## config.mk

```make
export PLATFORM = sky130hd
export DESIGN_NAME = pipe_l1a_extract_flat
export DESIGN_NICKNAME = d
export VERILOG_FILES = /design/src/rtl/pipe_l1a_extract_if.sv /design/src/rtl/pipe_l1a_extract.sv /design/src/flat_wrapper.sv
export SDC_FILE = /design/constraint.sdc
export NUM_CORES = 1
export LEC_CHECK = 0
export ABC_AREA = 0
export BUFFER_PORTS_ARGS = -buffer_cell sky130_fd_sc_hd__buf_2
export CAP_MARGIN = 20
export CORE_AREA = 10 10 157 159
export DETAILED_ROUTE_END_ITERATION = 8
export DIE_AREA = 0 0 167 169
export GPL_TIMING_DRIVEN = 0
export MAX_ROUTING_LAYER = met4
export PLACE_DENSITY_LB_ADDON = 0.05
export SLEW_MARGIN = 10
export SYNTH_ARGS = -nofsm -noshare
export SYNTH_HDL_FRONTEND = slang
export SYNTH_SLANG_ARGS = --single-unit
```

## constraint.sdc

```tcl
create_clock -name CLK -period 2.3 [get_ports CLK]
set_clock_uncertainty 0.2 [all_clocks]
set_input_delay 0.115 -clock CLK [delete_from_list [all_inputs] [get_ports CLK]]
set_output_delay 0.115 -clock CLK [all_outputs]
set_load 0.1 [all_outputs]
```

## src/rtl/pipe_l1a_extract_if.sv

```systemverilog
// Bundle of the L1A extractor's pipeline, trigger, release and sample-buffer signals.
// L1A, BLK_RLS, EVT_RDY, L1A_LOST and RLS_ERR are single-cycle pulses with no back-pressure; PIPE_VLD qualifies PIPOUT on the same cycle.
interface pipe_l1a_extract_if #(
  parameter int DW     = 192,
  parameter int BLK_W  = 2,
  parameter int LOST_W = 16
);
  logic              L1A;
  logic              PIPE_VLD;
  logic [DW-1:0]     PIPOUT;
  logic [4:0]        NSAMP;
  logic              BLK_RLS;
  logic              SMP_WE;
  logic [BLK_W+3:0]  SMP_ADDR;
  logic [DW-1:0]     SMP_DATA;
  logic              EVT_RDY;
  logic [BLK_W-1:0]  EVT_BLK;
  logic              BUSY;
  logic              BLK_FULL;
  logic              L1A_LOST;
  logic [LOST_W-1:0] LOST_CNT;
  logic              RLS_ERR;
  logic              STATE;

  modport master (
    output L1A, PIPE_VLD, PIPOUT, NSAMP, BLK_RLS,
    input  SMP_WE, SMP_ADDR, SMP_DATA, EVT_RDY, EVT_BLK, BUSY, BLK_FULL,
           L1A_LOST, LOST_CNT, RLS_ERR, STATE
  );

  modport slave (
    input  L1A, PIPE_VLD, PIPOUT, NSAMP, BLK_RLS,
    output SMP_WE, SMP_ADDR, SMP_DATA, EVT_RDY, EVT_BLK, BUSY, BLK_FULL,
           L1A_LOST, LOST_CNT, RLS_ERR, STATE
  );
endinterface

```

## src/rtl/pipe_l1a_extract.sv

```systemverilog
// Captures NSAMP pipeline words per accepted L1A into a ring of sample blocks,
// announces completed events and tracks block occupancy against downstream releases.
module pipe_l1a_extract #(
  parameter int DW     = 192,
  parameter int BLK_W  = 2,
  parameter int LOST_W = 16
) (
  input  logic CLK,
  input  logic RST_N,
  pipe_l1a_extract_if.slave bus
);

  localparam int NBLK = 1 << BLK_W;
  localparam logic [BLK_W:0] OCC_FULL = (BLK_W+1)'(NBLK);

  localparam logic [0:0] IDLE = 1'b0;
  localparam logic [0:0] CAPT = 1'b1;

  logic [0:0]       state, state_next;
  logic [BLK_W-1:0] wblk;
  logic [BLK_W:0]   occ, occ_next;
  logic [3:0]       k, last_k, nsamp_last, cur_k;
  logic             accept, rls_ok, capt_now, last_now;

  assign bus.STATE = state[0];

  always_comb begin
    // 0 and anything above 16 both mean a full 16-word event
    nsamp_last = (bus.NSAMP == 5'd0 || bus.NSAMP > 5'd16) ? 4'd15 : 4'(bus.NSAMP - 5'd1);
    accept     = (state == IDLE) && bus.L1A && bus.PIPE_VLD && (occ != OCC_FULL);
    rls_ok     = bus.BLK_RLS && (occ != '0);
    occ_next   = occ;
    if (accept && !rls_ok)      occ_next = occ + 1'b1;
    else if (!accept && rls_ok) occ_next = occ - 1'b1;
    capt_now   = accept || ((state == CAPT) && bus.PIPE_VLD);
    cur_k      = (state == CAPT) ? k : 4'd0;
    last_now   = capt_now && (cur_k == ((state == CAPT) ? last_k : nsamp_last));
    state_next = state;
    if (last_now)    state_next = IDLE;
    else if (accept) state_next = CAPT;
  end

  always_ff @(posedge CLK or negedge RST_N) begin
    if (!RST_N) begin
      state        <= IDLE;
      wblk         <= '0;
      occ          <= '0;
      k            <= '0;
      last_k       <= 4'd15;
      bus.SMP_WE   <= 1'b0;
      bus.SMP_ADDR <= '0;
      bus.SMP_DATA <= '0;
      bus.EVT_RDY  <= 1'b0;
      bus.EVT_BLK  <= '0;
      bus.BUSY     <= 1'b0;
      bus.BLK_FULL <= 1'b0;
      bus.L1A_LOST <= 1'b0;
      bus.LOST_CNT <= '0;
      bus.RLS_ERR  <= 1'b0;
    end else begin
      state        <= state_next;
      occ          <= occ_next;
      bus.BLK_FULL <= (occ_next == OCC_FULL);
      bus.BUSY     <= (state == CAPT) || (state_next == CAPT);
      bus.SMP_WE   <= capt_now;
      bus.EVT_RDY  <= last_now;
      bus.RLS_ERR  <= bus.BLK_RLS && (occ == '0);
      bus.L1A_LOST <= bus.L1A && !accept;

      if (capt_now) begin
        bus.SMP_ADDR <= {wblk, cur_k};
        bus.SMP_DATA <= bus.PIPOUT;
      end
      if (last_now) begin
        bus.EVT_BLK <= wblk;
        wblk        <= wblk + 1'b1;
      end
      // NSAMP is sampled only at acceptance so mid-event changes cannot shorten it
      if (accept) begin
        last_k <= nsamp_last;
        k      <= 4'd1;
      end else if ((state == CAPT) && bus.PIPE_VLD) begin
        k <= k + 1'b1;
      end
      if (bus.L1A && !accept && (bus.LOST_CNT != '1))
        bus.LOST_CNT <= bus.LOST_CNT + 1'b1;
    end
  end

endmodule

```

## src/flat_wrapper.sv

```systemverilog
// flat-port wrapper written by rule: the top's interface ports become plain ports
module pipe_l1a_extract_flat 
#(
  parameter int DW     = 192,
  parameter int BLK_W  = 2,
  parameter int LOST_W = 16
)
  (CLK, RST_N, bus_L1A, bus_PIPE_VLD, bus_PIPOUT, bus_NSAMP, bus_BLK_RLS, bus_SMP_WE, bus_SMP_ADDR, bus_SMP_DATA, bus_EVT_RDY, bus_EVT_BLK, bus_BUSY, bus_BLK_FULL, bus_L1A_LOST, bus_LOST_CNT, bus_RLS_ERR, bus_STATE);
  pipe_l1a_extract_if #(.DW(DW), .BLK_W(BLK_W), .LOST_W(LOST_W)) bus_i ();
  input  logic CLK;
  input  logic RST_N;
  input wire logic [$bits(bus_i.L1A)-1:0] bus_L1A;
  input wire logic [$bits(bus_i.PIPE_VLD)-1:0] bus_PIPE_VLD;
  input wire logic [$bits(bus_i.PIPOUT)-1:0] bus_PIPOUT;
  input wire logic [$bits(bus_i.NSAMP)-1:0] bus_NSAMP;
  input wire logic [$bits(bus_i.BLK_RLS)-1:0] bus_BLK_RLS;
  output wire logic [$bits(bus_i.SMP_WE)-1:0] bus_SMP_WE;
  output wire logic [$bits(bus_i.SMP_ADDR)-1:0] bus_SMP_ADDR;
  output wire logic [$bits(bus_i.SMP_DATA)-1:0] bus_SMP_DATA;
  output wire logic [$bits(bus_i.EVT_RDY)-1:0] bus_EVT_RDY;
  output wire logic [$bits(bus_i.EVT_BLK)-1:0] bus_EVT_BLK;
  output wire logic [$bits(bus_i.BUSY)-1:0] bus_BUSY;
  output wire logic [$bits(bus_i.BLK_FULL)-1:0] bus_BLK_FULL;
  output wire logic [$bits(bus_i.L1A_LOST)-1:0] bus_L1A_LOST;
  output wire logic [$bits(bus_i.LOST_CNT)-1:0] bus_LOST_CNT;
  output wire logic [$bits(bus_i.RLS_ERR)-1:0] bus_RLS_ERR;
  output wire logic [$bits(bus_i.STATE)-1:0] bus_STATE;
  assign bus_i.L1A = bus_L1A;
  assign bus_i.PIPE_VLD = bus_PIPE_VLD;
  assign bus_i.PIPOUT = bus_PIPOUT;
  assign bus_i.NSAMP = bus_NSAMP;
  assign bus_i.BLK_RLS = bus_BLK_RLS;
  assign bus_SMP_WE = bus_i.SMP_WE;
  assign bus_SMP_ADDR = bus_i.SMP_ADDR;
  assign bus_SMP_DATA = bus_i.SMP_DATA;
  assign bus_EVT_RDY = bus_i.EVT_RDY;
  assign bus_EVT_BLK = bus_i.EVT_BLK;
  assign bus_BUSY = bus_i.BUSY;
  assign bus_BLK_FULL = bus_i.BLK_FULL;
  assign bus_L1A_LOST = bus_i.L1A_LOST;
  assign bus_LOST_CNT = bus_i.LOST_CNT;
  assign bus_RLS_ERR = bus_i.RLS_ERR;
  assign bus_STATE = bus_i.STATE;
  pipe_l1a_extract #(.DW(DW), .BLK_W(BLK_W), .LOST_W(LOST_W)) u_core (.CLK(CLK), .RST_N(RST_N), .bus(bus_i));
endmodule
```

Word-level counts from Yosys, hierarchy flattened. Cells that the tools add are included. W data, S select, Z words.

Eq/ne operators: 4. Order comparisons: 1. Reduce and logical (&&, ||, !) cells: 20. Bitwise gates (word level): 1. Add/subtract/negate cells: 6. Mux-type cells: 9.

Operators with widths (count): $mux W4 (5); $add A16 B1 Y16 const B (1); $ne A16 B16 Y1 const B (1); $logic_and A1 B1 Y1 (11); $mux W3 (2); $gt A5 B5 Y1 const B (1); $logic_not A5 Y1 (1); $add A4 B1 Y4 const B (1); $eq A4 B4 Y1 (1); $sub A4 B1 Y4 const B (1); $add A3 B1 Y3 const B (1); $eq A3 B3 Y1 const B (1); $logic_not A3 Y1 (1); $logic_or A1 B1 Y1 (3); $ne A3 B3 Y1 const B (1); $reduce_bool A3 Y1 (1); $sub A3 B1 Y3 const B (1); $add A2 B1 Y2 const B (1); $logic_not A1 Y1 (2); $mux W1 (2); $reduce_bool A2 Y1 (1); $not A1 Y1 (1).

Register bits after elaboration: 236. Output and inout port bits: 223. Input bits: 202. Word-level logic and storage cells: 56.

Longest topological paths before layout. Gate-level depths: netlist (run 1).

Depth in word-level cells: 9. Depth in mapped cells: 9. Depth with buffers taken out: 8.

Least setup slack after synthesis (run 1). Ideal clock, no wire load.

Kind: register to register. Start: reg u_core.bus.LOST_CNT[3] in the netlist's numbering. End: reg u_core.bus.LOST_CNT[14] in the netlist's numbering. Path buffers: 0. Required time: 1.941 ns. Cell stages (with the launch flop): 6. Period minus slack after synthesis: 2.517 ns. Path slack: -0.217 ns. Setup time: 0.159 ns. Data arrival time: 2.158 ns. Path through: dfrtp_1 -> and3_2 -> nand3_2 -> nor4_1 -> nand4_1 -> xnor2_1.

Cells in the longest elaborated chain, start to end: 2. Elaborated cells between the ends (all ways): 3. Those cells by class: 1 x add/sub; 1 x eq/ne; 1 x reduce/logical.

Ends and longest elaborated chain: start, declared (line pipe_l1a_extract_if.sv:34) `L1A_LOST, LOST_CNT, RLS_ERR, STATE`; start signal, assigned (line pipe_l1a_extract.sv:86) `bus.LOST_CNT <= bus.LOST_CNT + 1'b1;`; branches (longest 2 deep; another with $add A16 B1 Y16).

Several ways; the timed one is not identified. A chain may end at the register's enable or synchronous reset.

Worst setup path after layout (run 1).
Start: reg u_core.occ[0]. End: reg u_core.bus.LOST_CNT[1] in the netlist's numbering.

Cells in the longest elaborated chain, start to end: 5.

Ends and longest elaborated chain: start, declared (line pipe_l1a_extract.sv:21) `logic [BLK_W:0] occ, occ_next;`; start signal, assigned (line pipe_l1a_extract.sv:62) `occ <= occ_next;`; $ne A3 B3 Y1 (line pipe_l1a_extract.sv:30) `accept = (state == IDLE) && bus.L1A && bus.PIPE_VLD && (occ != OCC_FULL);`; $logic_and A1 B1 Y1 (line pipe_l1a_extract.sv:30); $logic_not A1 Y1 (line pipe_l1a_extract.sv:85) `if (bus.L1A && !accept && (bus.LOST_CNT != '1))`; $logic_and A1 B1 Y1 (2 in a row) (line pipe_l1a_extract.sv:85).

Every way passes these cells.

==> flow_metrics.env, run 1 <==
export IMPL_worst_skew_pair_late_latency_ns=0.52
export IMPL_synthesis_yosys_warnings=0
export IMPL_netlist_area_leader_share_pct=62.25
export IMPL_clock_tree_from_tritoncts="done"
export IMPL_cap_viol_max_count=0
export IMPL_io_pin_count=425
export IMPL_final_common_cell="sky130_fd_sc_hd__nand2_1"
export IMPL_nNetsFinal=1876
export IMPL_cts_num_sinks=236
export IMPL_initial_core_util_pct=43.27
export IMPL_ir_worst_vdd_mv=1.279
export IMPL_buffers_inserted_by_post_cts_timing_repair=0
export IMPL_fin_crit_sh_pct=94.99
export IMPL_avgRoutedWirePerCell_um=17.99
export IMPL_min_delay_path_class="input port to flip-flop"
export IMPL_syn_cell_area_mm2=0.009326
export IMPL_hold_start="bus_PIPOUT[53]"
export IMPL_p_per_area_mw_per_mm2=1314
export IMPL_tightestPinTransition_ns=0.5546
export IMPL_grt_antenna_before_repair=0
export IMPL_relSlewSlack_pct=63.28
export IMPL_grt_use_met3_pct=5.512
export IMPL_global_route_overflow_total=0
export IMPL_buffer_type_at_the_clock_tree_root="sky130_fd_sc_hd__clkbuf_16"
export IMPL_critical_path_arrival_ns=2.38
export IMPL_die_x_um=167
export IMPL_setup_cp_type="flip-flop to flip-flop"
export IMPL_drt_first_iter_violations=637
export IMPL_hpwl_after_dpl_mm=25.32
export IMPL_mostFrequentLayoutCells="597 x sky130_fd_sc_hd__nand2_1, 437 x sky130_fd_sc_hd__buf_2, 217 x sky130_fd_sc_hd__dfrtp_1"
export IMPL_finalHoldViolations=0
export IMPL_leakagePower_nw=8.220
export IMPL_area_growth_pct=60.36
export IMPL_synth_net_count=1216
export IMPL_drive_gt1_share_pct=32.46
export IMPL_cts_max_path_buffers=3
export IMPL_worstSetupStartpointType="flip-flop"
export IMPL_gpl_congestion=0.8298
export IMPL_synth_top_cells_by_area="sky130_fd_sc_hd__dfrtp_1 62%, sky130_fd_sc_hd__nand2_1 24%, sky130_fd_sc_hd__xnor2_1 1.7%"
export IMPL_synth_largest_area_cell="sky130_fd_sc_hd__dfrtp_1"
export IMPL_max_freq_mhz=457.7
export IMPL_grt_pass1_vias=9621
export IMPL_async_reset_ff_share_pct=100.0
export IMPL_worst_setup_hold_path_clk_slew_ns=0.06
export IMPL_syn_area_per_cell_um2=9.252
export IMPL_setup_worst_path_start="u_core.occ[0]$_DFF_PN0_"
export IMPL_netlist_cell_type_count=53
export IMPL_critPathMaxStageDelay_ns=0.40
export IMPL_drt_antenna_violating_nets=0
export IMPL_r2r_start="u_core.occ[0]$_DFF_PN0_"
export IMPL_drt_pre_antenna_iters=6
export IMPL_grt_pass1_wl_mm=54.78
export IMPL_worst_endpoint_required_ns=2.50
export IMPL_post_route_min_period_ns=2.185
export IMPL_rsz0062_at_grt="false"
export IMPL_detailed_place_area_mm2=0.01188
export IMPL_io_buffers=423
export IMPL_yosys_register_bits=236
export IMPL_totalWireLength_mm=35.42
export IMPL_cp_num_buf_inv=2
export IMPL_globalRouteMet1Util_pct=28.26
export IMPL_worst_path_max_fanout=4
export IMPL_grt_met2_usage_pct=41.59
export IMPL_die_height_um=169
export IMPL_ctsHtreeMaxLevel=1
export IMPL_num_vias=9191
export IMPL_yosys_most_used_dff="sky130_fd_sc_hd__dfrtp_1"
export IMPL_design_core_area_mm2=0.02155
export IMPL_design_area_mm2=0.01496
export IMPL_number_of_pins_exceeding_their_max_slew_limit_in_the_final_report=0
export IMPL_run_status="finished clean"
export IMPL_global_route_peak_usage_layer="met2"
export IMPL_syn_instance_count=1008
export IMPL_synth_edf_count=0
export IMPL_cts_buffers_inserted=26
export IMPL_end_kind="flip-flop"
export IMPL_setup_viol=0
export IMPL_groute_usage_overall_pct=24.72
export IMPL_tns_ns=0
export IMPL_crit_path_cell_trace="inv_1, ha_4, and2_2, o21ai_1, inv_2, o31ai_2, mux2_1"
export IMPL_grt_max_degree=82
export IMPL_setup_reg_to_reg_worst_slack_ns=0.12
export IMPL_cpLargestDelayFamily="compound AO/OA/AOI/OAI gates"
export IMPL_vias_per_cell=4.668
export IMPL_synth_seq_area_share_pct=63.38
export IMPL_die_area_mm2=0.02822
export IMPL_slowest_stage="sky130_fd_sc_hd__dfrtp_1"
export IMPL_core_rows=54
export IMPL_post_route_drc=0
==> repair_timing <==
item,in CTS,in global routing
hold buffers,207,0
hold endpoints to repair,366,0
pin swaps,0,0
endpoints found under the setup margin,156,197
gates resized for setup,17,29
==> state kept, by name (all words and copies together) (netlist names), 2 cells and up <==
name / flops
u_core.last_k: 4
u_core.k: 4
u_core.wblk: 2
u_core.bus.LOST_CNT: 16
u_core.bus.SMP_DATA: 192
u_core.bus.SMP_ADDR: 6
u_core.bus.EVT_BLK: 2
u_core.occ: 3
==> kinds of logic after synthesis <==
logic type | after synthesis | share of synthesized area, %
compound gates | 33 | 3.045
xor+xnor | 27 | 2.536
fa+ha+maj | 8 | 1.033
buf+inv | 57 | 2.549
flops | 236 | 63.38
mux | 4 | 0.5097
simple gates | 643 | 26.95
==> worst register-to-register path, delay by kind of cell (launching register included) <==
kind	cells	cell delay [ns]
adder cells (fa/ha/maj)	1	0.19
buffers and inverters	2	0.24
AO/OA/AOI/OAI	2	0.50
flip-flops	1	0.40
multiplexers	1	0.35
AND/OR/NAND/NOR	1	0.18
==> through the flow <==
step           instances  power [mW]  hold WS [ns]  worst slack [ns]  utilization (%)
3_3_place_gp        1711       14.97        0.1035            -3.894            54.81
6_report            1969       19.65        0.1267            0.1152            69.39
2_1_floorplan       1008       13.14       -0.3806           0.04480                -
4_1_cts             1968       19.71        0.1015          0.003370            69.05
3_5_place_dp        1713       15.06      -0.05896           -0.2126            55.11
5_1_grt             1968       20.46        0.1209          0.005389            69.38
==> worst paths after layout <==
| check | to | depth (start not counted) |
|---|---|---|
| setup / recovery | u_core.bus.LOST_CNT[1]$_DFFE_PN0P_ | 7 |
| hold / removal | u_core.bus.SMP_DATA[53]$_DFFE_PN0P_ | 4 |
| setup reg to reg | u_core.bus.LOST_CNT[1]$_DFFE_PN0P_ | 7 |
| hold reg to reg | u_core.bus.SMP_DATA[5]$_DFFE_PN0P_ | 2 |
| max in group asynchronous | u_core.bus.LOST_CNT[12]$_DFFE_PN0P_ | 5 |
| min in group asynchronous | u_core.bus.SMP_DATA[70]$_DFFE_PN0P_ | 3 |
==> power breakdown <==
group	leakage [nW]	internal, mW	switching, mW	total (mW)
logic	4.91	1.70	7.99	9.69
clock network	0.447	2.62	1.66	4.28
registers	2.86	5.11	0.571	5.68
total	8.22	9.43	10.2	19.7
==> final cells by class <==
class / count / area, um^2
clock inverters: 9 / 97.59
inverters: 11 / 41.29
well taps: 280 / 350.3
flip-flops and latches: 236 / 5929
clock buffers: 39 / 800.8
multi-input cells: 715 / 3217
diodes: 1 / 2.502
fillers: 1668 / 6598
repair buffers: 632 / 4264
plain buffers: 46 / 252.7
==> layer usage <==
metal | wire, um | share of wire, %
met1 | 13890 | 39
met2 | 17570 | 50
met3 | 2527 | 7.1
met4 | 1436 | 4.1
met5 | 0 | 0
==> cell usage after synthesis, types with 2 or more instances <==
library cell and n:
sky130_fd_sc_hd__mux2_1 2, sky130_fd_sc_hd__nor2_1 16, sky130_fd_sc_hd__and4_1 3, sky130_fd_sc_hd__and3_2 2
sky130_fd_sc_hd__inv_1 9, sky130_fd_sc_hd__nand2_1 597, sky130_fd_sc_hd__a21oi_1 4, sky130_fd_sc_hd__nor2b_1 3
sky130_fd_sc_hd__dfrtp_1 232, sky130_fd_sc_hd__buf_2 19, sky130_fd_sc_hd__a31oi_1 4, sky130_fd_sc_hd__xnor2_1 18
sky130_fd_sc_hd__o211ai_1 2, sky130_fd_sc_hd__nand4_1 4, sky130_fd_sc_hd__nand3_1 4, sky130_fd_sc_hd__o21ai_1 2
sky130_fd_sc_hd__o21ai_0 4, sky130_fd_sc_hd__nor3_1 3, sky130_fd_sc_hd__xor2_1 9, sky130_fd_sc_hd__dfstp_2 4
sky130_fd_sc_hd__inv_2 2, sky130_fd_sc_hd__ha_1 6, sky130_fd_sc_hd__clkbuf_1 23, sky130_fd_sc_hd__a32o_1 4
sky130_fd_sc_hd__buf_1 4
No activity file was read; power rests on OpenSTA's default activity.
==> run 2, diff against run 1 <==
CORE_AREA = not set   (was 10 10 157 159)
CORE_ASPECT_RATIO = 0.6   (was not set)
CORE_MARGIN = 10   (was not set)
CORE_UTILIZATION = 47   (was not set)
DIE_AREA = not set   (was 0 0 167 169)
==> run 2 against run 1 <==
  * Die area shrank 7.7%
  * Fmax shrank 0.18%
  * Critical path depth grew 2
  * Largest power group unchanged
  * Largest cell class unchanged
==> flow_metrics.env, run 2 (synthesized netlist as in run 1, its figures left out) <==
export IMPL_final_common_cell="sky130_fd_sc_hd__nand2_1"
export IMPL_die_height_um=129.1
export IMPL_io_pin_count=425
export IMPL_avgRoutedWirePerCell_um=19.21
export IMPL_buffers_inserted_by_post_cts_timing_repair=0
export IMPL_r2r_start="u_core.occ[1]$_DFF_PN0_"
export IMPL_cts_buffers_inserted=22
export IMPL_max_freq_mhz=456.9
export IMPL_cts_num_sinks=236
export IMPL_hpwl_after_dpl_mm=25.74
export IMPL_groute_usage_overall_pct=28.06
export IMPL_totalWireLength_mm=37.55
export IMPL_setup_cp_type="flip-flop to flip-flop"
export IMPL_min_delay_path_class="input port to flip-flop"
export IMPL_global_route_overflow_total=0
export IMPL_drt_antenna_violating_nets=0
export IMPL_ctsHtreeMaxLevel=1
export IMPL_cts_max_path_buffers=3
export IMPL_die_area_mm2=0.02606
export IMPL_fin_crit_sh_pct=95.16
export IMPL_worst_path_max_fanout=10
export IMPL_grt_max_degree=108
export IMPL_hold_start="bus_PIPOUT[124]"
export IMPL_drt_first_iter_violations=617
export IMPL_min_delay_path_depth=4
export IMPL_worst_case_reg_to_reg_path_depth=9
export IMPL_buffer_type_at_the_clock_tree_root="sky130_fd_sc_hd__clkbuf_16"
export IMPL_clock_tree_from_tritoncts="done"
export IMPL_cpLargestDelayFamily="buffers and inverters"
export IMPL_critPathMaxStageDelay_ns=0.38
export IMPL_gpl_congestion=0.8353
export IMPL_post_route_min_period_ns=2.189
export IMPL_grt_pass1_vias=9743
export IMPL_num_vias=9483
export IMPL_regMostFlops="u_core.bus.SMP_DATA"
export IMPL_slowest_stage="sky130_fd_sc_hd__dfrtp_1"
export IMPL_vias_per_cell=4.851
export IMPL_largest_registers="u_core.bus.SMP_DATA x192, u_core.bus.LOST_CNT x16, u_core.bus.SMP_ADDR x6"
export IMPL_crit_path_cell_trace="inv_1, ha_2, a21boi_4, o21ai_4, buf_6, buf_6, clkbuf_4, nand2_1, nand2_1"
export IMPL_largest_reg_flops=192
export IMPL_grt_pass1_wl_mm=56.16
export IMPL_worst_skew_pair_late_latency_ns=0.50
export IMPL_tightestPinTransition_ns=0.5910
export IMPL_io_buffers=423
export IMPL_setup_viol=0
export IMPL_p_per_area_mw_per_mm2=1292
export IMPL_area_growth_pct=58.04
export IMPL_drt_pre_antenna_iters=7
export IMPL_core_rows=39
export IMPL_cap_viol_max_count=0
export IMPL_leakagePower_nw=8.106
export IMPL_grt_antenna_before_repair=10
export IMPL_worst_setup_hold_path_clk_slew_ns=0.07
export IMPL_die_x_um=201.9
export IMPL_nNetsFinal=1870
export IMPL_tns_ns=0
export IMPL_critical_path_reg2reg_endpoint="u_core.bus.SMP_DATA[100]$_DFFE_PN0P_"
export IMPL_post_route_drc=0
export IMPL_design_core_area_mm2=0.01927
export IMPL_final_cell_count_no_fill=1955
export IMPL_final_setup_worst_slack_ns=0.1113
export IMPL_pre_cts_ws_ns=-0.3523
export IMPL_totalPowerFinal_mw=19.05
export IMPL_cp_num_buf_inv=4
export IMPL_relSlewSlack_pct=60.60
export IMPL_worst_hold_path_endpoint="u_core.bus.SMP_DATA[124]$_DFFE_PN0P_"
export IMPL_ir_worst_vdd_mv=0.8095
export IMPL_drive_gt1_share_pct=31.82
export IMPL_mostFrequentLayoutCells="597 x sky130_fd_sc_hd__nand2_1, 437 x sky130_fd_sc_hd__buf_2, 217 x sky130_fd_sc_hd__dfrtp_1"
export IMPL_fin_worst_hold_slack_ns=0.1441
export IMPL_worstSetupStartpointType="flip-flop"
export IMPL_initial_core_util_pct=48.39
export IMPL_end_kind="flip-flop"
export IMPL_run_status="finished clean"
export IMPL_critical_path_arrival_ns=2.42
export IMPL_finalHoldViolations=0
export IMPL_place_detailed_instances=1699
export IMPL_worst_endpoint_required_ns=2.53
export IMPL_setup_reg_to_reg_worst_slack_ns=0.11
export IMPL_number_of_pins_exceeding_their_max_slew_limit_in_the_final_report=0
run 2: changes by cell type in the layout (fill, tap and decap cells not counted), sizes merged:
cell | before | now
bufinv | 2 | 0
clkinv | 6 | 2
clkbuf | 66 | 64
dlygate4sd3 | 206 | 204
diode | 1 | 11
run 2: routing by layer:
| metal | GRT usage [%] | wire length (um) | vias to the layer above |
|---|---|---|---|
| li1 | - | - | 4450 |
| met1 | 31.85 | 14370 | 4497 |
| met2 | 47.95 | 18600 | 453 |
| met3 | 7.989 | 3289 | 83 |
| met4 | 8.227 | 1290 | 0 |
| met5 | - | 0 | - |
run 2: power breakdown:
part	switching (mW)	leakage (nW)	internal, mW
logic	8.06	4.90	1.68
registers	0.616	2.86	5.11
clock network	1.54	0.344	2.04
total	10.2	8.11	8.83
run 2: what timing repair did:
item | in CTS | in global routing
hold endpoints to repair | 339 | 0
setup endpoints to repair | 149 | 191
gates resized for setup | 22 | 19
hold buffers | 205 | 0
cloned | 0 | 0
run 2: how the worst max path moves through the flow:
| stage | from | end | slack, ns | depth (start not counted) |
|---|---|---|---|---|
| after detailed placement | u_core.occ[0]$_DFF_PN0_ | u_core.bus.SMP_DATA[181]$_DFFE_PN0P_ | -0.35 | 9 |
| after global routing | u_core.occ[1]$_DFF_PN0_ | u_core.bus.SMP_DATA[131]$_DFFE_PN0P_ | -0.02 | 8 |
| after global placement | RST_N | u_core.bus.STATE$_DFF_PN0_ | -3.74 | 1 |
| final | u_core.occ[1]$_DFF_PN0_ | u_core.bus.SMP_DATA[100]$_DFFE_PN0P_ | 0.11 | 9 |
| after CTS | u_core.occ[0]$_DFF_PN0_ | u_core.bus.SMP_DATA[98]$_DFFE_PN0P_ | 0.006 | 9 |
| after floorplan | u_core.bus.LOST_CNT[6]$_DFFE_PN0P_ | u_core.bus.LOST_CNT[1]$_DFFE_PN0P_ | 0.04 | 3 |
run 2: tightest hold or removal path, cell delays in order:
cell	delay (ns)
sky130_fd_sc_hd__dlygate4sd3_1	0.52
sky130_fd_sc_hd__buf_2	0.09
sky130_fd_sc_hd__nand2_1	0.04
sky130_fd_sc_hd__nand2_1	0.05
run 2: layout make-up:
class	count	area [um^2]
antenna	11	27.53
buffer	46	257.7
clock buffer	37	688.2
clock inverter	3	17.52
fill	1336	4536
inverter	11	41.29
multi-input combinational	715	3201
sequential	236	5929
tap	266	332.8
timing repair buffer	630	4244
run 2: stage by stage:
stage                     util, %  area (um^2)
after CTS                   76.09        14670
after global placement      61.19        11800
after detailed placement    61.53        11860
after floorplan                 -         9345
after global routing        76.47        14740
final                       76.47        14740
==> run 3, diff against run 2 <==
BUFFER_PORTS_ARGS = -buffer_cell sky130_fd_sc_hd__clkbuf_2   (was -buffer_cell sky130_fd_sc_hd__buf_2)
==> run 3 against run 2 <==
  * Register-to-register slack about the same
  * Sequential share of layout area down 0.082 points
  * Non-clock buffer count down 2
  * Combinational power down 0.8%
  * Fmax down 0.20%
  * Sequential power about the same
  * Critical path type unchanged
  * Flip-flop and latch count unchanged
  * Hold slack worse by 0.012 ns
==> flow_metrics.env, run 3 (synthesized netlist as in run 1, its figures left out) <==
export IMPL_run_status="finished clean"
export IMPL_ctsHtreeMaxLevel=1
export IMPL_netSwitchingFraction_pct=52.83
export IMPL_global_route_overflow_total=0
export IMPL_grt_pass1_vias=9624
export IMPL_cts_num_sinks=236
export IMPL_clock_tree_from_tritoncts="done"
export IMPL_worst_path_max_fanout=10
export IMPL_setup_reg_to_reg_worst_slack_ns=0.11
export IMPL_hpwl_after_dpl_mm=25.58
export IMPL_fin_crit_sh_pct=95.35
export IMPL_groute_usage_overall_pct=27.48
export IMPL_final_cell_count_no_fill=1947
export IMPL_drt_antenna_violating_nets=0
export IMPL_post_route_drc=0
export IMPL_io_buffers=423
export IMPL_mostFrequentLayoutCells="597 x sky130_fd_sc_hd__nand2_1, 431 x sky130_fd_sc_hd__clkbuf_2, 217 x sky130_fd_sc_hd__dfrtp_1"
export IMPL_drive_gt1_share_pct=32.12
export IMPL_largest_reg_flops=192
export IMPL_combPwrFrac_pct=49.8
export IMPL_worst_endpoint_required_ns=2.54
export IMPL_pre_cts_ws_ns=-0.3736
export IMPL_critical_path_reg2reg_endpoint="u_core.bus.SMP_DATA[107]$_DFFE_PN0P_"
export IMPL_grt_antenna_before_repair=3
export IMPL_final_common_cell="sky130_fd_sc_hd__nand2_1"
export IMPL_die_height_um=129.1
export IMPL_number_of_pins_exceeding_their_max_slew_limit_in_the_final_report=0
export IMPL_totalWireLength_mm=36.26
export IMPL_die_x_um=201.9
export IMPL_tightestPinTransition_ns=0.6269
export IMPL_num_vias=9425
export IMPL_die_area_mm2=0.02606
export IMPL_critical_path_arrival_ns=2.44
export IMPL_vias_per_cell=4.841
export IMPL_ir_worst_vdd_mv=0.8373
export IMPL_design_core_area_mm2=0.01927
export IMPL_final_fill_count=1284
export IMPL_worst_skew_pair_late_latency_ns=0.51
export IMPL_place_detailed_instances=1699
export IMPL_grt_max_degree=97
export IMPL_end_kind="flip-flop"
export IMPL_cts_max_path_buffers=3
export IMPL_r2r_start="u_core.occ[1]$_DFF_PN0_"
export IMPL_avgRoutedWirePerCell_um=18.63
export IMPL_finalHoldViolations=0
export IMPL_setup_viol=0
export IMPL_min_delay_path_class="input port to flip-flop"
export IMPL_area_growth_pct=58.36
export IMPL_largest_registers="u_core.bus.SMP_DATA x192, u_core.bus.LOST_CNT x16, u_core.bus.SMP_ADDR x6"
export IMPL_net_switching_power_mw=10.24
export IMPL_share_clk_of_total_power_pct=20.6
export IMPL_p_per_area_mw_per_mm2=1313
export IMPL_buffer_type_at_the_clock_tree_root="sky130_fd_sc_hd__clkbuf_16"
export IMPL_rsz0062_at_grt="false"
export IMPL_grt_pass1_wl_mm=55.18
export IMPL_worst_hold_path_endpoint="u_core.bus.SMP_DATA[122]$_DFFE_PN0P_"
export IMPL_worst_case_reg_to_reg_path_depth=9
export IMPL_relSlewSlack_pct=58.38
export IMPL_worstSetupStartpointType="flip-flop"
export IMPL_drt_first_iter_violations=591
export IMPL_initial_core_util_pct=48.39
export IMPL_buffers_inserted_by_post_cts_timing_repair=0
export IMPL_cts_buffers_inserted=23
export IMPL_detailed_place_area_mm2=0.01186
export IMPL_cap_viol_max_count=0
export IMPL_worst_setup_hold_path_clk_slew_ns=0.06
export IMPL_nNetsFinal=1869
export IMPL_hold_start="bus_PIPOUT[122]"
export IMPL_cellInternalPower_mw=9.146
export IMPL_min_delay_path_depth=4
export IMPL_tns_ns=0
export IMPL_leakagePower_nw=8.173
export IMPL_gpl_congestion=0.8242
export IMPL_drt_pre_antenna_iters=5
export IMPL_regMostFlops="u_core.bus.SMP_DATA"
export IMPL_post_route_min_period_ns=2.193
export IMPL_setup_cp_type="flip-flop to flip-flop"
export IMPL_finish_utilization_pct=76.62
export IMPL_core_rows=39
export IMPL_power_sequential_fraction_pct=29.6
export IMPL_max_freq_mhz=456.0
export IMPL_final_setup_worst_slack_ns=0.1070
export IMPL_design_area_mm2=0.01477
export IMPL_io_pin_count=425
[run 3: cell types whose count changed in the layout (fill, tap and decap cells not counted), moves of 2 or more]
cell                        change
sky130_fd_sc_hd__buf_2        -418
sky130_fd_sc_hd__bufinv_16      +3
sky130_fd_sc_hd__clkbuf_1       -4
sky130_fd_sc_hd__clkbuf_2     +423
sky130_fd_sc_hd__clkbuf_4       -6
sky130_fd_sc_hd__clkbuf_8       +2
sky130_fd_sc_hd__clkinv_2       +3
sky130_fd_sc_hd__diode_2        -8
[run 3: worst max path at each step]
stage                                             startpoint                                   end  slack, ns  cells after the start
final                                u_core.occ[1]$_DFF_PN0_  u_core.bus.SMP_DATA[107]$_DFFE_PN0P_       0.11                      9
after detailed placement             u_core.occ[0]$_DFF_PN0_  u_core.bus.SMP_DATA[183]$_DFFE_PN0P_      -0.37                      9
after global routing                            bus_NSAMP[0]     u_core.bus.EVT_BLK[1]$_DFFE_PN0P_      0.008                      9
after global placement                                 RST_N            u_core.bus.STATE$_DFF_PN0_      -4.41                      1
after CTS                            u_core.occ[0]$_DFF_PN0_   u_core.bus.SMP_DATA[92]$_DFFE_PN0P_      0.003                      9
after floorplan           u_core.bus.LOST_CNT[6]$_DFFE_PN0P_    u_core.bus.LOST_CNT[1]$_DFFE_PN0P_       0.04                      3
[run 3: worst max-delay path: stages, from the launching register on]
cell	delay, ns
sky130_fd_sc_hd__dfrtp_1	0.38
sky130_fd_sc_hd__inv_1	0.13
sky130_fd_sc_hd__ha_2	0.25
sky130_fd_sc_hd__a21boi_4	0.09
sky130_fd_sc_hd__o21ai_4	0.21
sky130_fd_sc_hd__buf_6	0.20
sky130_fd_sc_hd__buf_4	0.22
sky130_fd_sc_hd__buf_2	0.25
sky130_fd_sc_hd__nand2_1	0.10
sky130_fd_sc_hd__nand2_1	0.09
[run 3: layer usage]
metal  vias to the layer above  global-route usage (%)  share of wire, %
met1                      4474                   32.66                40
met4                         0                   9.415               3.8
met3                        84                   6.620               7.9
met2                       424                   45.46                48
li1                       4443                       -                 -
met5                         -                       -                 0
[run 3: cell type report]
| type | count | area, um^2 | share of cell area (%) |
|---|---|---|---|
| tap | 266 | 332.8 | 2.253 |
| buffer | 46 | 237.7 | 1.610 |
| antenna | 3 | 7.507 | 0.05083 |
| clock buffer | 33 | 683.2 | 4.626 |
| clock inverter | 9 | 123.9 | 0.8387 |
| timing repair buffer | 628 | 4213 | 28.52 |
| inverter | 11 | 41.29 | 0.2796 |
| sequential | 236 | 5929 | 40.15 |
| multi-input combinational | 715 | 3201 | 21.67 |
[run 3: what timing repair did]
action | 4_1_cts | 5_1_grt
hold buffers | 203 | 0
endpoints found under the setup margin | 149 | 184
pin swaps | 0 | 0
hold endpoints to repair | 447 | 0
resized for setup | 20 | 11
[run 3: power groups by stage]
stage	combinational, mW	sequential (mW)	clock [mW]
2_1_floorplan	1.53	11.6	0
6_report	9.66	5.75	3.99
3_3_place_gp	9.23	5.74	0
5_1_grt	10.0	5.86	4.22
3_5_place_dp	9.31	5.77	0
4_1_cts	9.63	5.71	4.06
[run 3: stage by stage]
step / power [mW] / hold WS, ns
after floorplan: 13.14 / -0.3806
after global placement: 14.97 / 0.1038
after detailed placement: 15.08 / -0.05650
after CTS: 19.40 / 0.1126
after global routing: 20.12 / 0.1457
final: 19.39 / 0.1325
